### config.mk
export PLATFORM = sky130hd
export DESIGN_NAME = instr_loader
export DESIGN_NICKNAME = d
export VERILOG_FILES = /design/src/rtl/loader_pkg.sv /design/src/rtl/instr_loader_byte_packer.sv /design/src/rtl/instr_loader.sv
export SDC_FILE = /design/constraint.sdc
export NUM_CORES = 1
export LEC_CHECK = 0
export ABC_AREA = 1
export BUFFER_PORTS_ARGS = -buffer_cell sky130_fd_sc_hd__buf_2
export CELL_PAD_IN_SITES_DETAIL_PLACEMENT = 0
export CELL_PAD_IN_SITES_GLOBAL_PLACEMENT = 2
export CORE_MARGIN = 5
export CORE_UTILIZATION = 29
export DETAILED_ROUTE_END_ITERATION = 16
export GPL_ROUTABILITY_DRIVEN = 0
export PLACE_DENSITY = 0.84
export SYNTH_ARGS = -nofsm -noshare
export SYNTH_HDL_FRONTEND = slang
export SYNTH_SLANG_ARGS = --single-unit
### constraint.sdc
create_clock -name clk -period 1.69 [get_ports clk]
set_input_delay 0.2535 -clock clk [delete_from_list [all_inputs] [get_ports clk]]
set_output_delay 0.2535 -clock clk [all_outputs]
set_load 0.05 [all_outputs]
### src/rtl/loader_pkg.sv
// ---------------------------------------------------------------------------
// loader_pkg
//
// Shared types and constants for the instruction loader.
//   loader_state_e : loader FSM states (IDLE, LOAD, WRITE, CHK, DONE)
//   BYTES_PER_WORD : stream bytes packed into one instruction word
//   BYTE_CNT_W     : width of the byte-position counter inside a word
// ---------------------------------------------------------------------------
package loader_pkg;

  typedef enum logic [2:0] {
    IDLE  = 3'd0,
    LOAD  = 3'd1,
    WRITE = 3'd2,
    CHK   = 3'd3,
    DONE  = 3'd4
  } loader_state_e;

  localparam int BYTES_PER_WORD = 4;
  localparam int BYTE_CNT_W     = $clog2(BYTES_PER_WORD);

endpackage : loader_pkg

### src/rtl/instr_loader_byte_packer.sv
// ---------------------------------------------------------------------------
// byte_packer
//
// Packs a byte stream little-endian into 32-bit words: the first byte of a
// word lands in bits [7:0], the fourth in bits [31:24].
//
// Ports:
//   clk       in   system clock, rising edge
//   rst       in   asynchronous active-low reset
//   clear     in   restart packing at byte position 0 with an all-zero word
//   accept    in   byte_in is taken this cycle
//   byte_in   in   8-bit stream data
//   word      out  packed register with byte_in already inserted at the
//                  current position, so on the word_full cycle it is the
//                  complete word
//   word_full out  this accept completes a word
// ---------------------------------------------------------------------------
module byte_packer
  import loader_pkg::*;
(
  input  logic        clk,
  input  logic        rst,
  input  logic        clear,
  input  logic        accept,
  input  logic [7:0]  byte_in,
  output logic [31:0] word,
  output logic        word_full
);

  logic [BYTE_CNT_W-1:0] byte_cnt_q, byte_cnt_d;
  logic [31:0]           word_q, word_d;

  // The inserted view lets the consumer capture a full word on the same edge
  // that accepts its last byte, with no extra cycle of latency.
  always_comb begin
    word = word_q;
    word[{byte_cnt_q, 3'b000} +: 8] = byte_in;

    byte_cnt_d = byte_cnt_q;
    word_d     = word_q;
    word_full  = 1'b0;

    if (clear) begin
      byte_cnt_d = '0;
      word_d     = '0;
    end else if (accept) begin
      word_d     = word;
      byte_cnt_d = byte_cnt_q + BYTE_CNT_W'(1);
      word_full  = (byte_cnt_q == BYTE_CNT_W'(BYTES_PER_WORD - 1));
    end
  end

  always_ff @(posedge clk or negedge rst) begin
    if (!rst) begin
      byte_cnt_q <= '0;
      word_q     <= '0;
    end else begin
      byte_cnt_q <= byte_cnt_d;
      word_q     <= word_d;
    end
  end

endmodule : byte_packer

### src/rtl/instr_loader.sv
// ---------------------------------------------------------------------------
// instr_loader
//
// Writer side of the instruction memory. Takes a byte stream over a
// valid/ready handshake, packs it little-endian into 32-bit words and writes
// them to consecutive word addresses starting at BASE_ADDR. The CPU is held
// in reset (cpu_hold) for the whole load; done pulses for one cycle at the end.
//
// Optional feature (macro LOADER_CHECKSUM_EN): a running 32-bit sum of the
// written words is compared against a 4-byte little-endian checksum sent after
// the last word; chk_err flags a mismatch and stays set until the next start.
// Without the macro there is no CHK phase and chk_err is tied low.
//
// Ports:
//   clk        in   system clock, rising edge
//   rst        in   asynchronous active-low reset; aborts a running load
//   start      in   begin a load (only looked at in IDLE)
//   len_words  in   words to load, clamped to MAX_WORDS, sampled with start
//   byte_in    in   stream data
//   byte_valid in   byte_in valid
//   byte_ready out  loader accepts byte_in this cycle
//   mem_we     out  instruction-memory write enable
//   mem_addr   out  write byte address (holds last value while mem_we=0)
//   mem_wdata  out  write data (holds last value while mem_we=0)
//   cpu_hold   out  CPU reset request, high while loading
//   busy       out  FSM not in IDLE
//   done       out  one-cycle completion pulse
//   chk_err    out  checksum mismatch flag
//
// DATA_WIDTH must be 32. LEN_WIDTH must satisfy 2**LEN_WIDTH > MAX_WORDS.
// ---------------------------------------------------------------------------
module instr_loader
  import loader_pkg::*;
#(
  parameter int                    DATA_WIDTH = 32,
  parameter int                    ADDR_WIDTH = 32,
  parameter logic [ADDR_WIDTH-1:0] BASE_ADDR  = '0,
  parameter int                    MAX_WORDS  = 256,
  parameter int                    LEN_WIDTH  = 9
) (
  input  logic                  clk,
  input  logic                  rst,
  input  logic                  start,
  input  logic [LEN_WIDTH-1:0]  len_words,
  input  logic [7:0]            byte_in,
  input  logic                  byte_valid,
  output logic                  byte_ready,
  output logic                  mem_we,
  output logic [ADDR_WIDTH-1:0] mem_addr,
  output logic [DATA_WIDTH-1:0] mem_wdata,
  output logic                  cpu_hold,
  output logic                  busy,
  output logic                  done,
  output logic                  chk_err
);

  loader_state_e          state_q, state_d;
  logic [LEN_WIDTH-1:0]   len_q, len_d;
  logic [LEN_WIDTH-1:0]   word_idx_q, word_idx_d;
  logic [ADDR_WIDTH-1:0]  mem_addr_q, mem_addr_d;
  logic [DATA_WIDTH-1:0]  mem_wdata_q, mem_wdata_d;
  logic                   cpu_hold_q, cpu_hold_d;

`ifdef LOADER_CHECKSUM_EN
  logic [DATA_WIDTH-1:0]  sum_q, sum_d;
  logic                   chk_err_q, chk_err_d;
`endif

  logic [LEN_WIDTH-1:0]   len_clamped;
  logic                   pk_clear;
  logic                   pk_accept;
  logic [31:0]            pk_word;
  logic                   pk_full;

  // Programs longer than MAX_WORDS are truncated rather than rejected.
  assign len_clamped = (len_words > LEN_WIDTH'(MAX_WORDS)) ? LEN_WIDTH'(MAX_WORDS)
                                                           : len_words;

  assign pk_accept = byte_valid & byte_ready;

  // The same packer assembles program words in LOAD and the checksum in CHK.
  byte_packer u_packer (
    .clk       (clk),
    .rst       (rst),
    .clear     (pk_clear),
    .accept    (pk_accept),
    .byte_in   (byte_in),
    .word      (pk_word),
    .word_full (pk_full)
  );

  // Next-state and output logic. Address and data are captured on the edge
  // that accepts the fourth byte, so both are already stable in the WRITE
  // cycle and simply hold afterwards.
  always_comb begin
    state_d     = state_q;
    len_d       = len_q;
    word_idx_d  = word_idx_q;
    mem_addr_d  = mem_addr_q;
    mem_wdata_d = mem_wdata_q;
    cpu_hold_d  = cpu_hold_q;
`ifdef LOADER_CHECKSUM_EN
    sum_d       = sum_q;
    chk_err_d   = chk_err_q;
`endif
    byte_ready  = 1'b0;
    mem_we      = 1'b0;
    done        = 1'b0;
    pk_clear    = 1'b0;

    case (state_q)
      IDLE: begin
        if (start) begin
          len_d      = len_clamped;
          word_idx_d = '0;
          cpu_hold_d = 1'b1;
          pk_clear   = 1'b1;
`ifdef LOADER_CHECKSUM_EN
          sum_d      = '0;
          chk_err_d  = 1'b0;
`endif
          state_d    = (len_clamped == '0) ? DONE : LOAD;
        end
      end

      LOAD: begin
        byte_ready = 1'b1;
        if (pk_full) begin
          mem_addr_d  = BASE_ADDR + ADDR_WIDTH'({word_idx_q, 2'b00});
          mem_wdata_d = DATA_WIDTH'(pk_word);
          state_d     = WRITE;
        end
      end

      WRITE: begin
        mem_we     = 1'b1;
        pk_clear   = 1'b1;
        word_idx_d = word_idx_q + LEN_WIDTH'(1);
`ifdef LOADER_CHECKSUM_EN
        sum_d      = sum_q + mem_wdata_q;
`endif
        if (word_idx_q == len_q - LEN_WIDTH'(1)) begin
`ifdef LOADER_CHECKSUM_EN
          state_d = CHK;
`else
          state_d = DONE;
`endif
        end else begin
          state_d = LOAD;
        end
      end

`ifdef LOADER_CHECKSUM_EN
      // sum_q already includes the last word, written in the previous cycle.
      CHK: begin
        byte_ready = 1'b1;
        if (pk_full) begin
          if (DATA_WIDTH'(pk_word) != sum_q) begin
            chk_err_d = 1'b1;
          end
          state_d = DONE;
        end
      end
`endif

      DONE: begin
        done       = 1'b1;
        cpu_hold_d = 1'b0;
        state_d    = IDLE;
      end

      default: begin
        state_d = IDLE;
      end
    endcase
  end

  // State and datapath registers; reset abandons any load in progress.
  always_ff @(posedge clk or negedge rst) begin
    if (!rst) begin
      state_q     <= IDLE;
      len_q       <= '0;
      word_idx_q  <= '0;
      mem_addr_q  <= '0;
      mem_wdata_q <= '0;
      cpu_hold_q  <= 1'b0;
`ifdef LOADER_CHECKSUM_EN
      sum_q       <= '0;
      chk_err_q   <= 1'b0;
`endif
    end else begin
      state_q     <= state_d;
      len_q       <= len_d;
      word_idx_q  <= word_idx_d;
      mem_addr_q  <= mem_addr_d;
      mem_wdata_q <= mem_wdata_d;
      cpu_hold_q  <= cpu_hold_d;
`ifdef LOADER_CHECKSUM_EN
      sum_q       <= sum_d;
      chk_err_q   <= chk_err_d;
`endif
    end
  end

  assign mem_addr  = mem_addr_q;
  assign mem_wdata = mem_wdata_q;
  assign cpu_hold  = cpu_hold_q;
  assign busy      = (state_q != IDLE);

`ifdef LOADER_CHECKSUM_EN
  assign chk_err = chk_err_q;
`else
  assign chk_err = 1'b0;
`endif

endmodule : instr_loader

-- Yosys cells after proc, flatten, opt, wreduce, memory -nomap -nowiden
Index checks and enable logic that the tools add are counted.
- add/subtract/negate cells: 4
- order comparisons: 1
- eq/ne operators: 7
- shifts and indexed selects: 2
- mux-type cells: 22
- bitwise operators: 1
- reductions and logical operators: 11
- operator list (operator ; count):
    32-bit 2-to-1 mux ; 2
    32-bit bitwise mux ; 1
    8-bit by 7-bit variable shift with 32-bit output, first input constant ; 1
    8-bit by 7-bit indexed part select with 32-bit output ; 1
    9-bit 2-to-1 mux ; 2
    9-bit one-hot mux with 2 select lines ; 1
    3-bit 2-to-1 mux ; 4
    2-bit AND reduction ; 5
    9-bit by 1-bit adder with 9-bit output, second input constant ; 1
    9-bit == test ; 1
    9-bit > comparator, second input constant ; 1
    9-bit logical NOT ; 1
    3-bit one-hot mux with 3 select lines ; 1
    9-bit by 1-bit subtractor with 9-bit output, second input constant ; 1
    1-bit 2-to-1 mux ; 7
    5-bit negation with 7-bit output ; 1
    2-bit nonzero test ; 3
    2-bit 2-to-1 mux ; 2
    2-bit != test, second input constant ; 2
    1-bit one-hot mux with 2 select lines ; 2
    3-bit by 1-bit == test with 1-bit output, second input constant ; 1
    3-bit by 2-bit == test with 1-bit output, second input constant ; 1
    3-bit == test, second input constant ; 1
    3-bit logical NOT ; 1
    other kinds (4) ; 4
- register bits after elaboration: 97
- output and inout port bits: 70
- word-level logic and storage cells: 56

-- Depth between registers and ports, before layout
Gate-level depths: netlist (run 1).
- depth after elaboration: 7
- depth in mapped cells: 15
- mapped depth without buffers: 15

-- By module
A second synthesis (run 1) with hierarchy kept.
- cell total of the unflattened synthesis: 682
- area total of the unflattened synthesis: 5039.8 um^2
- modules (own cells, without submodules) (module ; times used ; cells each ; area an instance (um^2)):
    instr_loader ; 1 ; 396 ; 3131.8
    byte_packer ; 1 ; 286 ; 1908.1

-- Least setup slack after synthesis (run 1)
OpenSTA, ideal clock, no wires.
- path type: reg-to-reg
- start: register state_q[2]
- end: register cpu_hold_q, in the netlist cpu_hold
- arrival: 1.768 ns
- required time: 1.501 ns
- path slack: -0.267 ns
- stages on the path, launching flop included: 3
- path buffers: 0
- cells stage by stage: dfrtp_1 nor3b_1 o21ai_0
- word-level cells in the longest chain between the ends: 3
- elaborated cells on any way between the ends: 6
- ends and longest elaborated chain (item ; RTL line ; RTL):
    start, declared ; instr_loader.sv:57 ; loader_state_e state_q, state_d;
    start signal, assigned ; instr_loader.sv:192 ; state_q <= state_d;
    3-bit == test / 3-bit logical NOT (equally long branches) ; instr_loader.sv:111 ; case (state_q)
    2-bit nonzero test (no source line) / 2-bit != test (equally long branches) ; -- ;
    2-bit AND reduction (no source line) ; -- ;
    end signal, assigned ; instr_loader.sv:197 ; cpu_hold_q <= cpu_hold_d;
    end, declared ; instr_loader.sv:62 ; logic cpu_hold_q, cpu_hold_d;
Parallel ways exist; a longest one is shown, timed or not.
A chain may end at the register's enable or synchronous reset.

-- Worst setup path in the final report (run 1)
- start: register state_q[1]
- end: output port byte_ready
- word-level cells in the longest chain between the ends: 2
- ends and longest elaborated chain (item ; RTL line ; RTL):
    3-bit by 1-bit == test with 1-bit output ; instr_loader.sv:111 ;
    1-bit 2-to-1 mux ; instr_loader.sv:111 ;
    end, declared ; instr_loader.sv:47 ; output logic byte_ready,
Every way passes these cells.

==> results by group, run 1 <==
Outcome
  • Status: completed

Route
  • 1st-iter DRT viols: 215
  • DR vias/cell: 4.49
  • Drt pass-1 iters: 4
  • Vias: 4135
  • WL/cell: 14.2 um
  • Antenna Nets Post-Route: 0
  • DRC: 0
  • Total wire length: 13100 um

Critical path
  • Worst Setup End Kind: output pin
  • Critical Path RT: 1440 ps
  • Crit path DAT: 1370 ps
  • Crit path capture: byte_ready
  • CP max FO: 3
  • Origin of the worst setup path: state_q[1]$_DFFE_PN0P_
  • Crit path kind: reg2out
  • RR Startpoint: u_packer.byte_cnt_q[0]$_DFFE_PN0P_
  • Startpoint types: flip-flop
  • Worst R2R Path Depth: 8
  • Flop2flop setup slack: 90 ps
  • Crit Reg-Reg Endpoint: u_packer.word_q[9]$_DFFE_PN0P_

Placement
  • DP Area: 5530 um^2
  • Number of port buffers: 66
  • Cells after DPL: 898
  • Pre-CTS WS: -113 ps
  • Detail Placement HPWL: 9500 um

Layout
  • Commonest non-fill, non-tap cell in the layout: nand2_1
  • Finished layout cell area: 6030 um^2
  • Ratio of cells with drive above 1 in the final layout: 21.3%
  • ANT cells: 0
  • Fin cells: 921
  • Most frequent cells in the layout: nand2_1 (188), dfrtp_1 (97), inv_1 (88), buf_2 (64), o21ai_0 (52)
  • Final #Nets: 725
  • Util after Layout: 36.2%
  • P&R area growth vs syn: 22.0%

Global routing
  • Vias in the first global route: 4351
  • Tot GR Track Use: 13.5%
  • Initial antenna violation count: 0
  • Largest net degree at the start of global routing: 53
  • First-pass GRT wire length: 21600 um
  • Total gr overflow: 0

Clock network
  • Total CTS buffers: 9
  • TritonCTS clock tree: built
  • Bufs on Longest Clock Path: 2
  • Clk slew on worst S/H paths: 70 ps
  • Root Driver: clkbuf_16
  • Clk_lat worst skew: 350 ps
  • Htree depth: 3
  • Sink Count: 97

Synthesis
  • Ys Warns: 0
  • Mapped Cells: 614
  • Register area share after synthesis: 49.1%
  • Cell area after synthesis: 4940 um^2
  • Post-synth cell types: 32
  • Synthesis-stage register bit count: 97
  • Avg Synthesized Cell Area: 8.05 um^2

STA
  • Clock skew: 5.86 ps
  • Final worst slack: 69.9 ps
  • Highest Clock Rate: 0.617 GHz
  • Count of final hold-check violations: 0
  • RSZ-0062 raised after global routing: yes
  • Hold WS: 170 ps
  • Fin crit share: 95.9%
  • Crit path time final: 1620 ps
  • Fin. max-slew vios: 0
  • Number of setup violations in the final report: 0
  • TNS Setup: 0 ps

Floorplan
  • Die Wd: 141 um
  • I/O pins: 91
  • Die Footprint: 19800 um^2
  • Initial Utilization: 29.7%
  • FP Rows: 47
  • Die span in y: 141 um
  • Core ar.: 16600 um^2

Power
  • Int Power: 5.75 mW
  • Net Sw Power: 5.20 mW
  • Switching Share: 47.5%
  • Power share of the clock group: 17.7%
  • Peak supply drop: 0.000808 V
  • P per Cell Area: 1810 nW/um^2
  • Seq pwr share: 31.8%
  • Combinational Power Share: 50.5%
  • Power Total: 10.9 mW
  • Pleak: 3.10 nW

Run
  • Max-capacitance violation count: 0

Worst hold path
  • Worst hold path class: in2reg
  • Hold Crit Depth: 3
==> kinds of logic after synthesis <==
logic type	after synthesis	share of synthesized area (%)
AND/OR/NAND/NOR	256	21.7
buffers and inverters	142	13.8
AO/OA/AOI/OAI	108	12.9
flip-flops	97	49.1
adder cells (fa/ha/maj)	8	2.03
XOR/XNOR	2	0.354
other	1	0.0759
==> sequential cells by signal (all words and copies together) (netlist names) <==
| signal | count |
|---|---|
| mem_wdata | 32 |
| state_q | 3 |
| mem_addr | 9 |
| u_packer.word_q | 32 |
| u_packer.byte_cnt_q | 2 |
| len_q | 9 |
| cpu_hold | 1 |
| word_idx_q | 9 |
==> worst min path at each step <==
stage,from,to
5_1_grt,len_words[6],len_q[6]$_DFFE_PN0P_
3_5_place_dp,rst,mem_wdata[0]$_DFFE_PN0P_
6_report,len_words[7],len_q[7]$_DFFE_PN0P_
4_1_cts,len_words[7],len_q[7]$_DFFE_PN0P_
3_3_place_gp,rst,mem_wdata[0]$_DFFE_PN0P_
2_1_floorplan,rst,cpu_hold$_DFFE_PN0P_
==> synthesized netlist by cell type (all sizes together) <==
master  instances  area share [%]
nand2         195              15
dfrtp          97              49
inv            96             7.3
o21ai          53             5.4
o22ai          41             5.2
nor2           37             3.9
buf            36             5.5
nand3          20             2.0
clkbuf         10            0.96
o32ai           9             1.6
ha              8             2.0
a21oi           2            0.28
a32oi           1            0.18
conb            1           0.076
nand4           1            0.13
nor3            1            0.10
nor3b           1            0.15
nor4            1            0.13
o21a            1            0.15
o31ai           1            0.15
xnor2           1            0.18
xor2            1            0.18
==> critical path, stage by stage (launching register included) <==
cell and delay, ps:
dfrtp_1 390, inv_2 70, nand2_2 60, nor2_4 200, buf_2 300
==> cell type report <==
cell class / count / area, um^2
clock inverter: 3 / 25.0
sequential: 97 / 2430
clock buffer: 13 / 250
multi-input combinational: 398 / 2080
inverter: 96 / 365
fill: 1754 / 10600
timing repair buffer: 94 / 607
tap: 220 / 275
==> layer usage <==
layer / share of wire, % / vias up / global-route usage [%]
met5: 0 / - / 0
met4: 1.2 / 0 / 4.49
met3: 3.4 / 10 / 3.41
met2: 52 / 75 / 23.2
met1: 43 / 1990 / 16.5
li1: - / 2060 / -
==> power by group through the flow <==
stage / combinational [mW] / clock, mW / sequential [mW]
floorplan: 2.73 / 0 / 4.69
global placement: 5.10 / 0 / 3.50
detailed placement: 5.18 / 0 / 3.52
CTS: 5.25 / 2.01 / 3.49
global route: 6.08 / 2.10 / 3.57
finish: 5.53 / 1.94 / 3.48
==> timing repair <==
item                                    CTS  global route
endpoints found under the setup margin   28            62
buffers inserted                          1             4
hold buffers                              1             0
pin swaps                                 1             4
cloned                                    0             1
hold endpoints to repair                 16             0
resized for setup                         5            28
Note: power is estimated with default switching activity, not from simulation.
==> inputs of run 2 (changes only) <==
CAP_MARGIN = 30   (was unset)
PLACE_DENSITY = unset   (was 0.84)
PLACE_DENSITY_LB_ADDON = 0.1   (was unset)
==> results by group, run 2 (synthesis gave the netlist of run 1 again) <==
Critical path
  • Worst R2R Path Depth: 13 (+5)
  • Crit path DAT: 1370 ps (about the same)
  • Startpoint types: flip-flop
  • Worst Setup End Kind: output pin
  • Critical Path RT: 1440 ps (about the same)
  • Crit path kind: reg2out
  • CP max FO: 8 (+5)

Layout
  • Multi-input gate area: 2110 um^2 (+1.3%)
  • Most frequent cells in the layout: nand2_1 (184), dfrtp_1 (93), inv_1 (86), buf_2 (63), o21ai_0 (49)
  • Final #Nets: 733 (+1.1%)
  • Fin cells: 929 (+0.87%)
  • ANT cells: 0 (unchanged)
  • P&R area growth vs syn: 25.0%
  • Util after Layout: 37.1% (+0.88 points)
  • Fillers: 1750 (-0.23%)
  • Commonest non-fill, non-tap cell in the layout: nand2_1
  • Seq. cell area: 2430 um^2 (+0.21%)
  • Ratio of cells with drive above 1 in the final layout: 24.5% (+3.3 points)

Clock network
  • Clk_lat worst skew: 350 ps (about the same)
  • Clk slew on worst S/H paths: 70 ps (about the same)
  • Total CTS buffers: 9 (unchanged)
  • Root Driver: clkbuf_16
  • TritonCTS clock tree: built
  • Htree depth: 3 (unchanged)
  • Bufs on Longest Clock Path: 2 (unchanged)
  • Sink Count: 97 (unchanged)

Global routing
  • Initial antenna violation count: 0 (unchanged)
  • Tot GR Track Use: 14.5% (+0.98 points)
  • Vias in the first global route: 4312 (-0.90%)
  • First-pass GRT wire length: 22700 um (+5.2%)
  • Met2 Usage GRT: 25.0% (+1.8 points)
  • GRT busiest layer: met2
  • Met3 global-route usage: 2.49% (-0.92 points)
  • Total gr overflow: 0 (unchanged)
  • Largest net degree at the start of global routing: 50 (-5.7%)
  • Met1 GRT Util: 18.1% (+1.6 points)

STA
  • Clock skew: 8.56 ps (+2.70 ps)
  • Count of final hold-check violations: 0 (unchanged)
  • RSZ-0062 raised after global routing: yes
  • Crit path time final: 1630 ps (+6.19 ps)
  • Number of setup violations in the final report: 0 (unchanged)
  • Final worst slack: 63.7 ps (-6.19 ps)
  • Highest Clock Rate: 0.615 GHz (-0.38%)
  • Fin crit share: 96.2% (+0.37 points)
  • Fin. max-slew vios: 0 (unchanged)
  • TNS Setup: 0 ps (unchanged)

Floorplan
  • FP Rows: 47 (unchanged)
  • Die span in y: 141 um (unchanged)
  • Die Footprint: 19800 um^2 (unchanged)
  • Initial Utilization: 29.7% (unchanged)
  • Die Wd: 141 um (unchanged)
  • I/O pins: 91 (unchanged)
  • Core ar.: 16600 um^2 (unchanged)

Route
  • 1st-iter DRT viols: 209 (-2.8%)
  • Total wire length: 14000 um (+6.9%)
  • DRC: 0 (unchanged)
  • Vias: 4191 (+1.4%)
  • Drt pass-1 iters: 4 (unchanged)
  • Antenna Nets Post-Route: 0 (unchanged)
  • DR vias/cell: 4.51 (+0.48%)
  • WL/cell: 15.1 um (+6.0%)

Placement
  • Pre-CTS WS: -49.4 ps (+63.9 ps)
  • Detail Placement HPWL: 10000 um (+5.6%)
  • Cells after DPL: 903 (+0.56%)
  • Number of port buffers: 66 (unchanged)

Worst hold path
  • Worst hold path class: in2reg
  • Hold Crit Depth: 3 (unchanged)

Outcome
  • Status: completed

Power
  • P per Cell Area: 1850 nW/um^2 (+1.7%)
  • Peak supply drop: 0.000921 V (+14%)
  • Power Total: 11.4 mW (+4.2%)
  • Pleak: 3.13 nW (+1.2%)

Run
  • Max-capacitance violation count: 0 (unchanged)
run 2: changes by cell type in the layout (fill, tap and decap cells not counted), sizes merged:
cell / previous run / this run
buf: 92 / 100
nor2: 37 / 38
clkinv: 1 / 2
inv: 97 / 98
clkbuf: 14 / 11
run 2: cell type report:
type                            instances  share of cell area, %
Timing Repair Buffer                  101                   11.2
Sequential cell                        97                   39.4
Tap cell                              220                   4.46
Multi-Input combinational cell        399                   34.1
Clock inverter                          5                  0.729
Inverter                               96                   6.00
Clock buffer                           11                   4.09
run 2: per-layer routing:
metal | routed length (um) | vias to the layer above
li1 | - | 2080
met1 | 6270 | 2024
met2 | 7040 | 68
met3 | 394 | 19
met4 | 284 | 0
met5 | 0 | -
run 2: critical path, cell delays in order, from the launching register on:
cell and delay [ps]:
dfrtp_2 460, nor2_4 140, nand2_2 110, inv_6 130, buf_6 170
run 2: worst paths after layout:
check	startpoint	to	slack, ps
setup / recovery	state_q[2]$_DFFE_PN0P_	mem_we	60
hold / removal	len_words[5]	len_q[5]$_DFFE_PN0P_	160
setup reg to reg	len_q[1]$_DFFE_PN0P_	state_q[0]$_DFFE_PN0P_	70
hold reg to reg	mem_wdata[20]$_DFFE_PN0P_	mem_wdata[20]$_DFFE_PN0P_	470
max in group asynchronous	rst	len_q[3]$_DFFE_PN0P_	740
min in group asynchronous	rst	mem_wdata[16]$_DFFE_PN0P_	360
run 2: stage by stage:
stage | instance area [um^2] | hold WS, ps
finish | 6180 | 164
global route | 6180 | 168
CTS | 5960 | 155
detailed placement | 5610 | 214
global placement | 5610 | 204
floorplan | 5050 | -42.1
run 2: where the power goes:
group          total [mW]  switching [mW]  leakage (nW)  internal [mW]
clock                2.07           0.967         0.145           1.10
sequential           3.50           0.426          1.31           3.07
combinational        5.83            4.01          1.68           1.82
run 2: repair_timing:
item	CTS	global route
hold buffers	1	0
hold endpoints to repair	25	0
pin swaps	3	11
buffers inserted	1	7
cloned	1	0
endpoints found under the setup margin	10	63
gates resized for setup	7	48
==> inputs of run 3 (changes only) <==
CORE_UTILIZATION = 32   (was 29)
clock period = 1.7 ns   (was 1.69 ns; I/O delays follow)
==> results by group, run 3 (synthesis gave the netlist of run 1 again) <==
Outcome
  • Status: completed

STA
  • Clock skew: 6.99 ps (-1.57 ps)
  • Crit path time final: 1650 ps
  • Final worst slack: 46.3 ps (-17.4 ps)
  • Highest Clock Rate: 0.605 GHz
  • RSZ-0062 raised after global routing: yes
  • Worst-Margin Slew: 505 ps
  • Max_slew headroom: 66.0%
  • Number of setup violations in the final report: 0 (unchanged)
  • Fin crit share: 97.3%
  • Count of final hold-check violations: 0 (unchanged)
  • Fin. max-slew vios: 0 (unchanged)

Global routing
  • Met1 GRT Util: 18.9% (+0.79 points)
  • Met2 Usage GRT: 27.1% (+2.1 points)
  • Total gr overflow: 0 (unchanged)
  • First-pass GRT wire length: 22100 um (-2.7%)
  • Met3 global-route usage: 3.34% (+0.85 points)
  • Initial antenna violation count: 0 (unchanged)
  • Tot GR Track Use: 15.4% (+0.89 points)
  • GRT busiest layer: met2
  • Largest net degree at the start of global routing: 48 (-4.0%)
  • Vias in the first global route: 4270 (-0.97%)

Critical path
  • Worst R2R Path Depth: 8 (-5)
  • Crit path kind: reg2reg
  • Largest delay share family, worst path: flip-flops
  • CP max FO: 7 (-1)
  • Buffers and inverters on the worst path: 2 (unchanged)
  • Crit Reg-Reg Endpoint: state_q[2]$_DFFE_PN0P_
  • Startpoint types: flip-flop
  • Worst Setup End Kind: flip-flop
  • CP max stage delay: 430 ps (-30 ps)
  • Flop2flop setup slack: 50 ps (-20 ps)
  • Critical-path cell list: buf_4 > ha_1 > inv_2 > nor2_8 > nor3_1 > a21oi_2 > o31ai_1 > a21oi_2
  • Critical Path RT: 1930 ps (+490 ps)
  • Crit path DAT: 1880 ps (+510 ps)
  • CP max-delay cell: dfrtp_1
  • CP dominant cell by count: a21oi_2
  • RR Startpoint: u_packer.byte_cnt_q[0]$_DFFE_PN0P_

Clock network
  • Sink Count: 97 (unchanged)
  • Bufs on Longest Clock Path: 2 (unchanged)
  • Clk slew on worst S/H paths: 70 ps (about the same)
  • Clk_lat worst skew: 350 ps (about the same)
  • Root Driver: clkbuf_16
  • Total CTS buffers: 9 (unchanged)
  • TritonCTS clock tree: built
  • Htree depth: 3 (unchanged)

Floorplan
  • FP Rows: 45 (-4.3%)
  • Die Footprint: 18000 um^2 (-8.7%)
  • Core ar.: 15200 um^2 (-8.7%)
  • I/O pins: 91 (unchanged)
  • Die Wd: 134 um (-4.5%)
  • Initial Utilization: 32.5% (+2.8 points)
  • Die span in y: 134 um (-4.5%)

Power
  • P per Cell Area: 1840 nW/um^2 (-0.31%)
  • Net Sw Power: 5.24 mW (-3.0%)
  • Combinational Power Share: 51.5% (+0.4 points)
  • Power share of the clock group: 17.7% (-0.5 points)
  • Power Total: 11.2 mW (-1.7%)
  • Pleak: 3.14 nW (+0.30%)
  • Seq pwr share: 30.8% (about the same)
  • Peak supply drop: 0.000884 V (-4.1%)
  • Switching Share: 46.7% (-0.65 points)
  • Int Power: 5.97 mW (-0.44%)

Worst hold path
  • Hold_sp: len_words[5]
  • Hold path endpoint: len_q[5]$_DFFE_PN0P_
  • Worst hold path class: in2reg
  • Hold Crit Depth: 3 (unchanged)

Route
  • 1st-iter DRT viols: 251 (+20%)
  • Antenna Nets Post-Route: 0 (unchanged)
  • DRC: 0 (unchanged)
  • Total wire length: 13500 um (-3.5%)
  • Vias: 4178 (-0.31%)
  • DR vias/cell: 4.66 (+3.4%)
  • Drt pass-1 iters: 4 (unchanged)
  • WL/cell: 15.1 um (about the same)

Layout
  • Final #Nets: 733 (unchanged)
  • Util after Layout: 40.1% (+3.0 points)
  • ANT cells: 0 (unchanged)
  • Ratio of cells with drive above 1 in the final layout: 22.2% (-2.4 points)
  • Multi-input gate area: 2070 um^2 (-1.6%)
  • Seq. cell area: 2430 um^2 (-0.21%)
  • Fin cells: 896 (-3.6%)
  • Most frequent cells in the layout: nand2_1 (188), dfrtp_1 (97), inv_1 (86), buf_2 (63), o21ai_0 (50)
  • Commonest non-fill, non-tap cell in the layout: nand2_1
  • P&R area growth vs syn: 23.3%
  • Fillers: 1597 (-8.7%)

Placement
  • Detail Placement HPWL: 9660 um (-3.8%)
  • Pre-CTS WS: -45.0 ps (+4.35 ps)
  • Number of port buffers: 66 (unchanged)
  • Cells after DPL: 869 (-3.8%)

Run
  • Max-capacitance violation count: 0 (unchanged)
## run 3: per-layer routing
metal	vias to the layer above	part of all wire, %
met1	2019	44
met3	14	3.2
met4	0	1.5
met5	-	0
li1	2083	-
met2	62	51
## run 3: repair_timing
item | CTS | global route
hold buffers | 1 | 0
gates cloned | 1 | 0
endpoints found under the setup margin | 22 | 62
gates resized for setup | 8 | 28
endpoints found under the hold margin | 13 | 0
buffers inserted | 0 | 10
pin swaps | 1 | 6
## run 3: cell type report
class	count	area share, %
sequential	97	39.8
multi-input combinational	399	34.0
inverter	96	6.04
clock buffer	13	4.44
tap	188	3.86
timing repair buffer	101	11.6
clock inverter	2	0.205
## run 3: power by group through the flow
stage                     Clock [mW]  Sequential, mW  Combinational, mW
after floorplan                    0            4.66               2.71
after global placement             0            3.48               5.39
after detailed placement           0            3.50               5.41
after CTS                       2.05            3.46               5.48
after global routing            2.14            3.54               6.29
final                           1.98            3.46               5.78
## run 3: worst max path at each step
stage / startpoint / endpoint / depth (start not counted) / slack (ps)
3_3_place_gp: len_q[1]$_DFFE_PN0P_ / state_q[0]$_DFFE_PN0P_ / 13 / -20
2_1_floorplan: u_packer.byte_cnt_q[0]$_DFFE_PN0P_ / u_packer.word_q[17]$_DFFE_PN0P_ / 8 / 10
3_5_place_dp: len_q[1]$_DFFE_PN0P_ / state_q[0]$_DFFE_PN0P_ / 13 / -50
6_report: u_packer.byte_cnt_q[0]$_DFFE_PN0P_ / state_q[2]$_DFFE_PN0P_ / 8 / 50
4_1_cts: u_packer.byte_cnt_q[0]$_DFFE_PN0P_ / mem_wdata[22]$_DFFE_PN0P_ / 7 / 6
5_1_grt: len_q[1]$_DFFE_PN0P_ / state_q[0]$_DFFE_PN0P_ / 12 / -110
## run 3: per-stage QoR
| stage | instance area, um^2 | setup TNS [ps] | hold slack (ps) |
|---|---|---|---|
| floorplan | 5050 | 0 | -40.6 |
| global placement | 5570 | -17.8 | 136 |
| detailed placement | 5570 | -91.2 | 138 |
| CTS | 5890 | 0 | 128 |
| global route | 6090 | -229 | 166 |
| finish | 6090 | 0 | 136 |
## run 3: tightest hold or removal path, delay by kind of cell
kind	cells	cell delay, ps
buffers and inverters	1	90
AOI/OAI and AO/OA	1	60
and+or+nand+nor	1	50
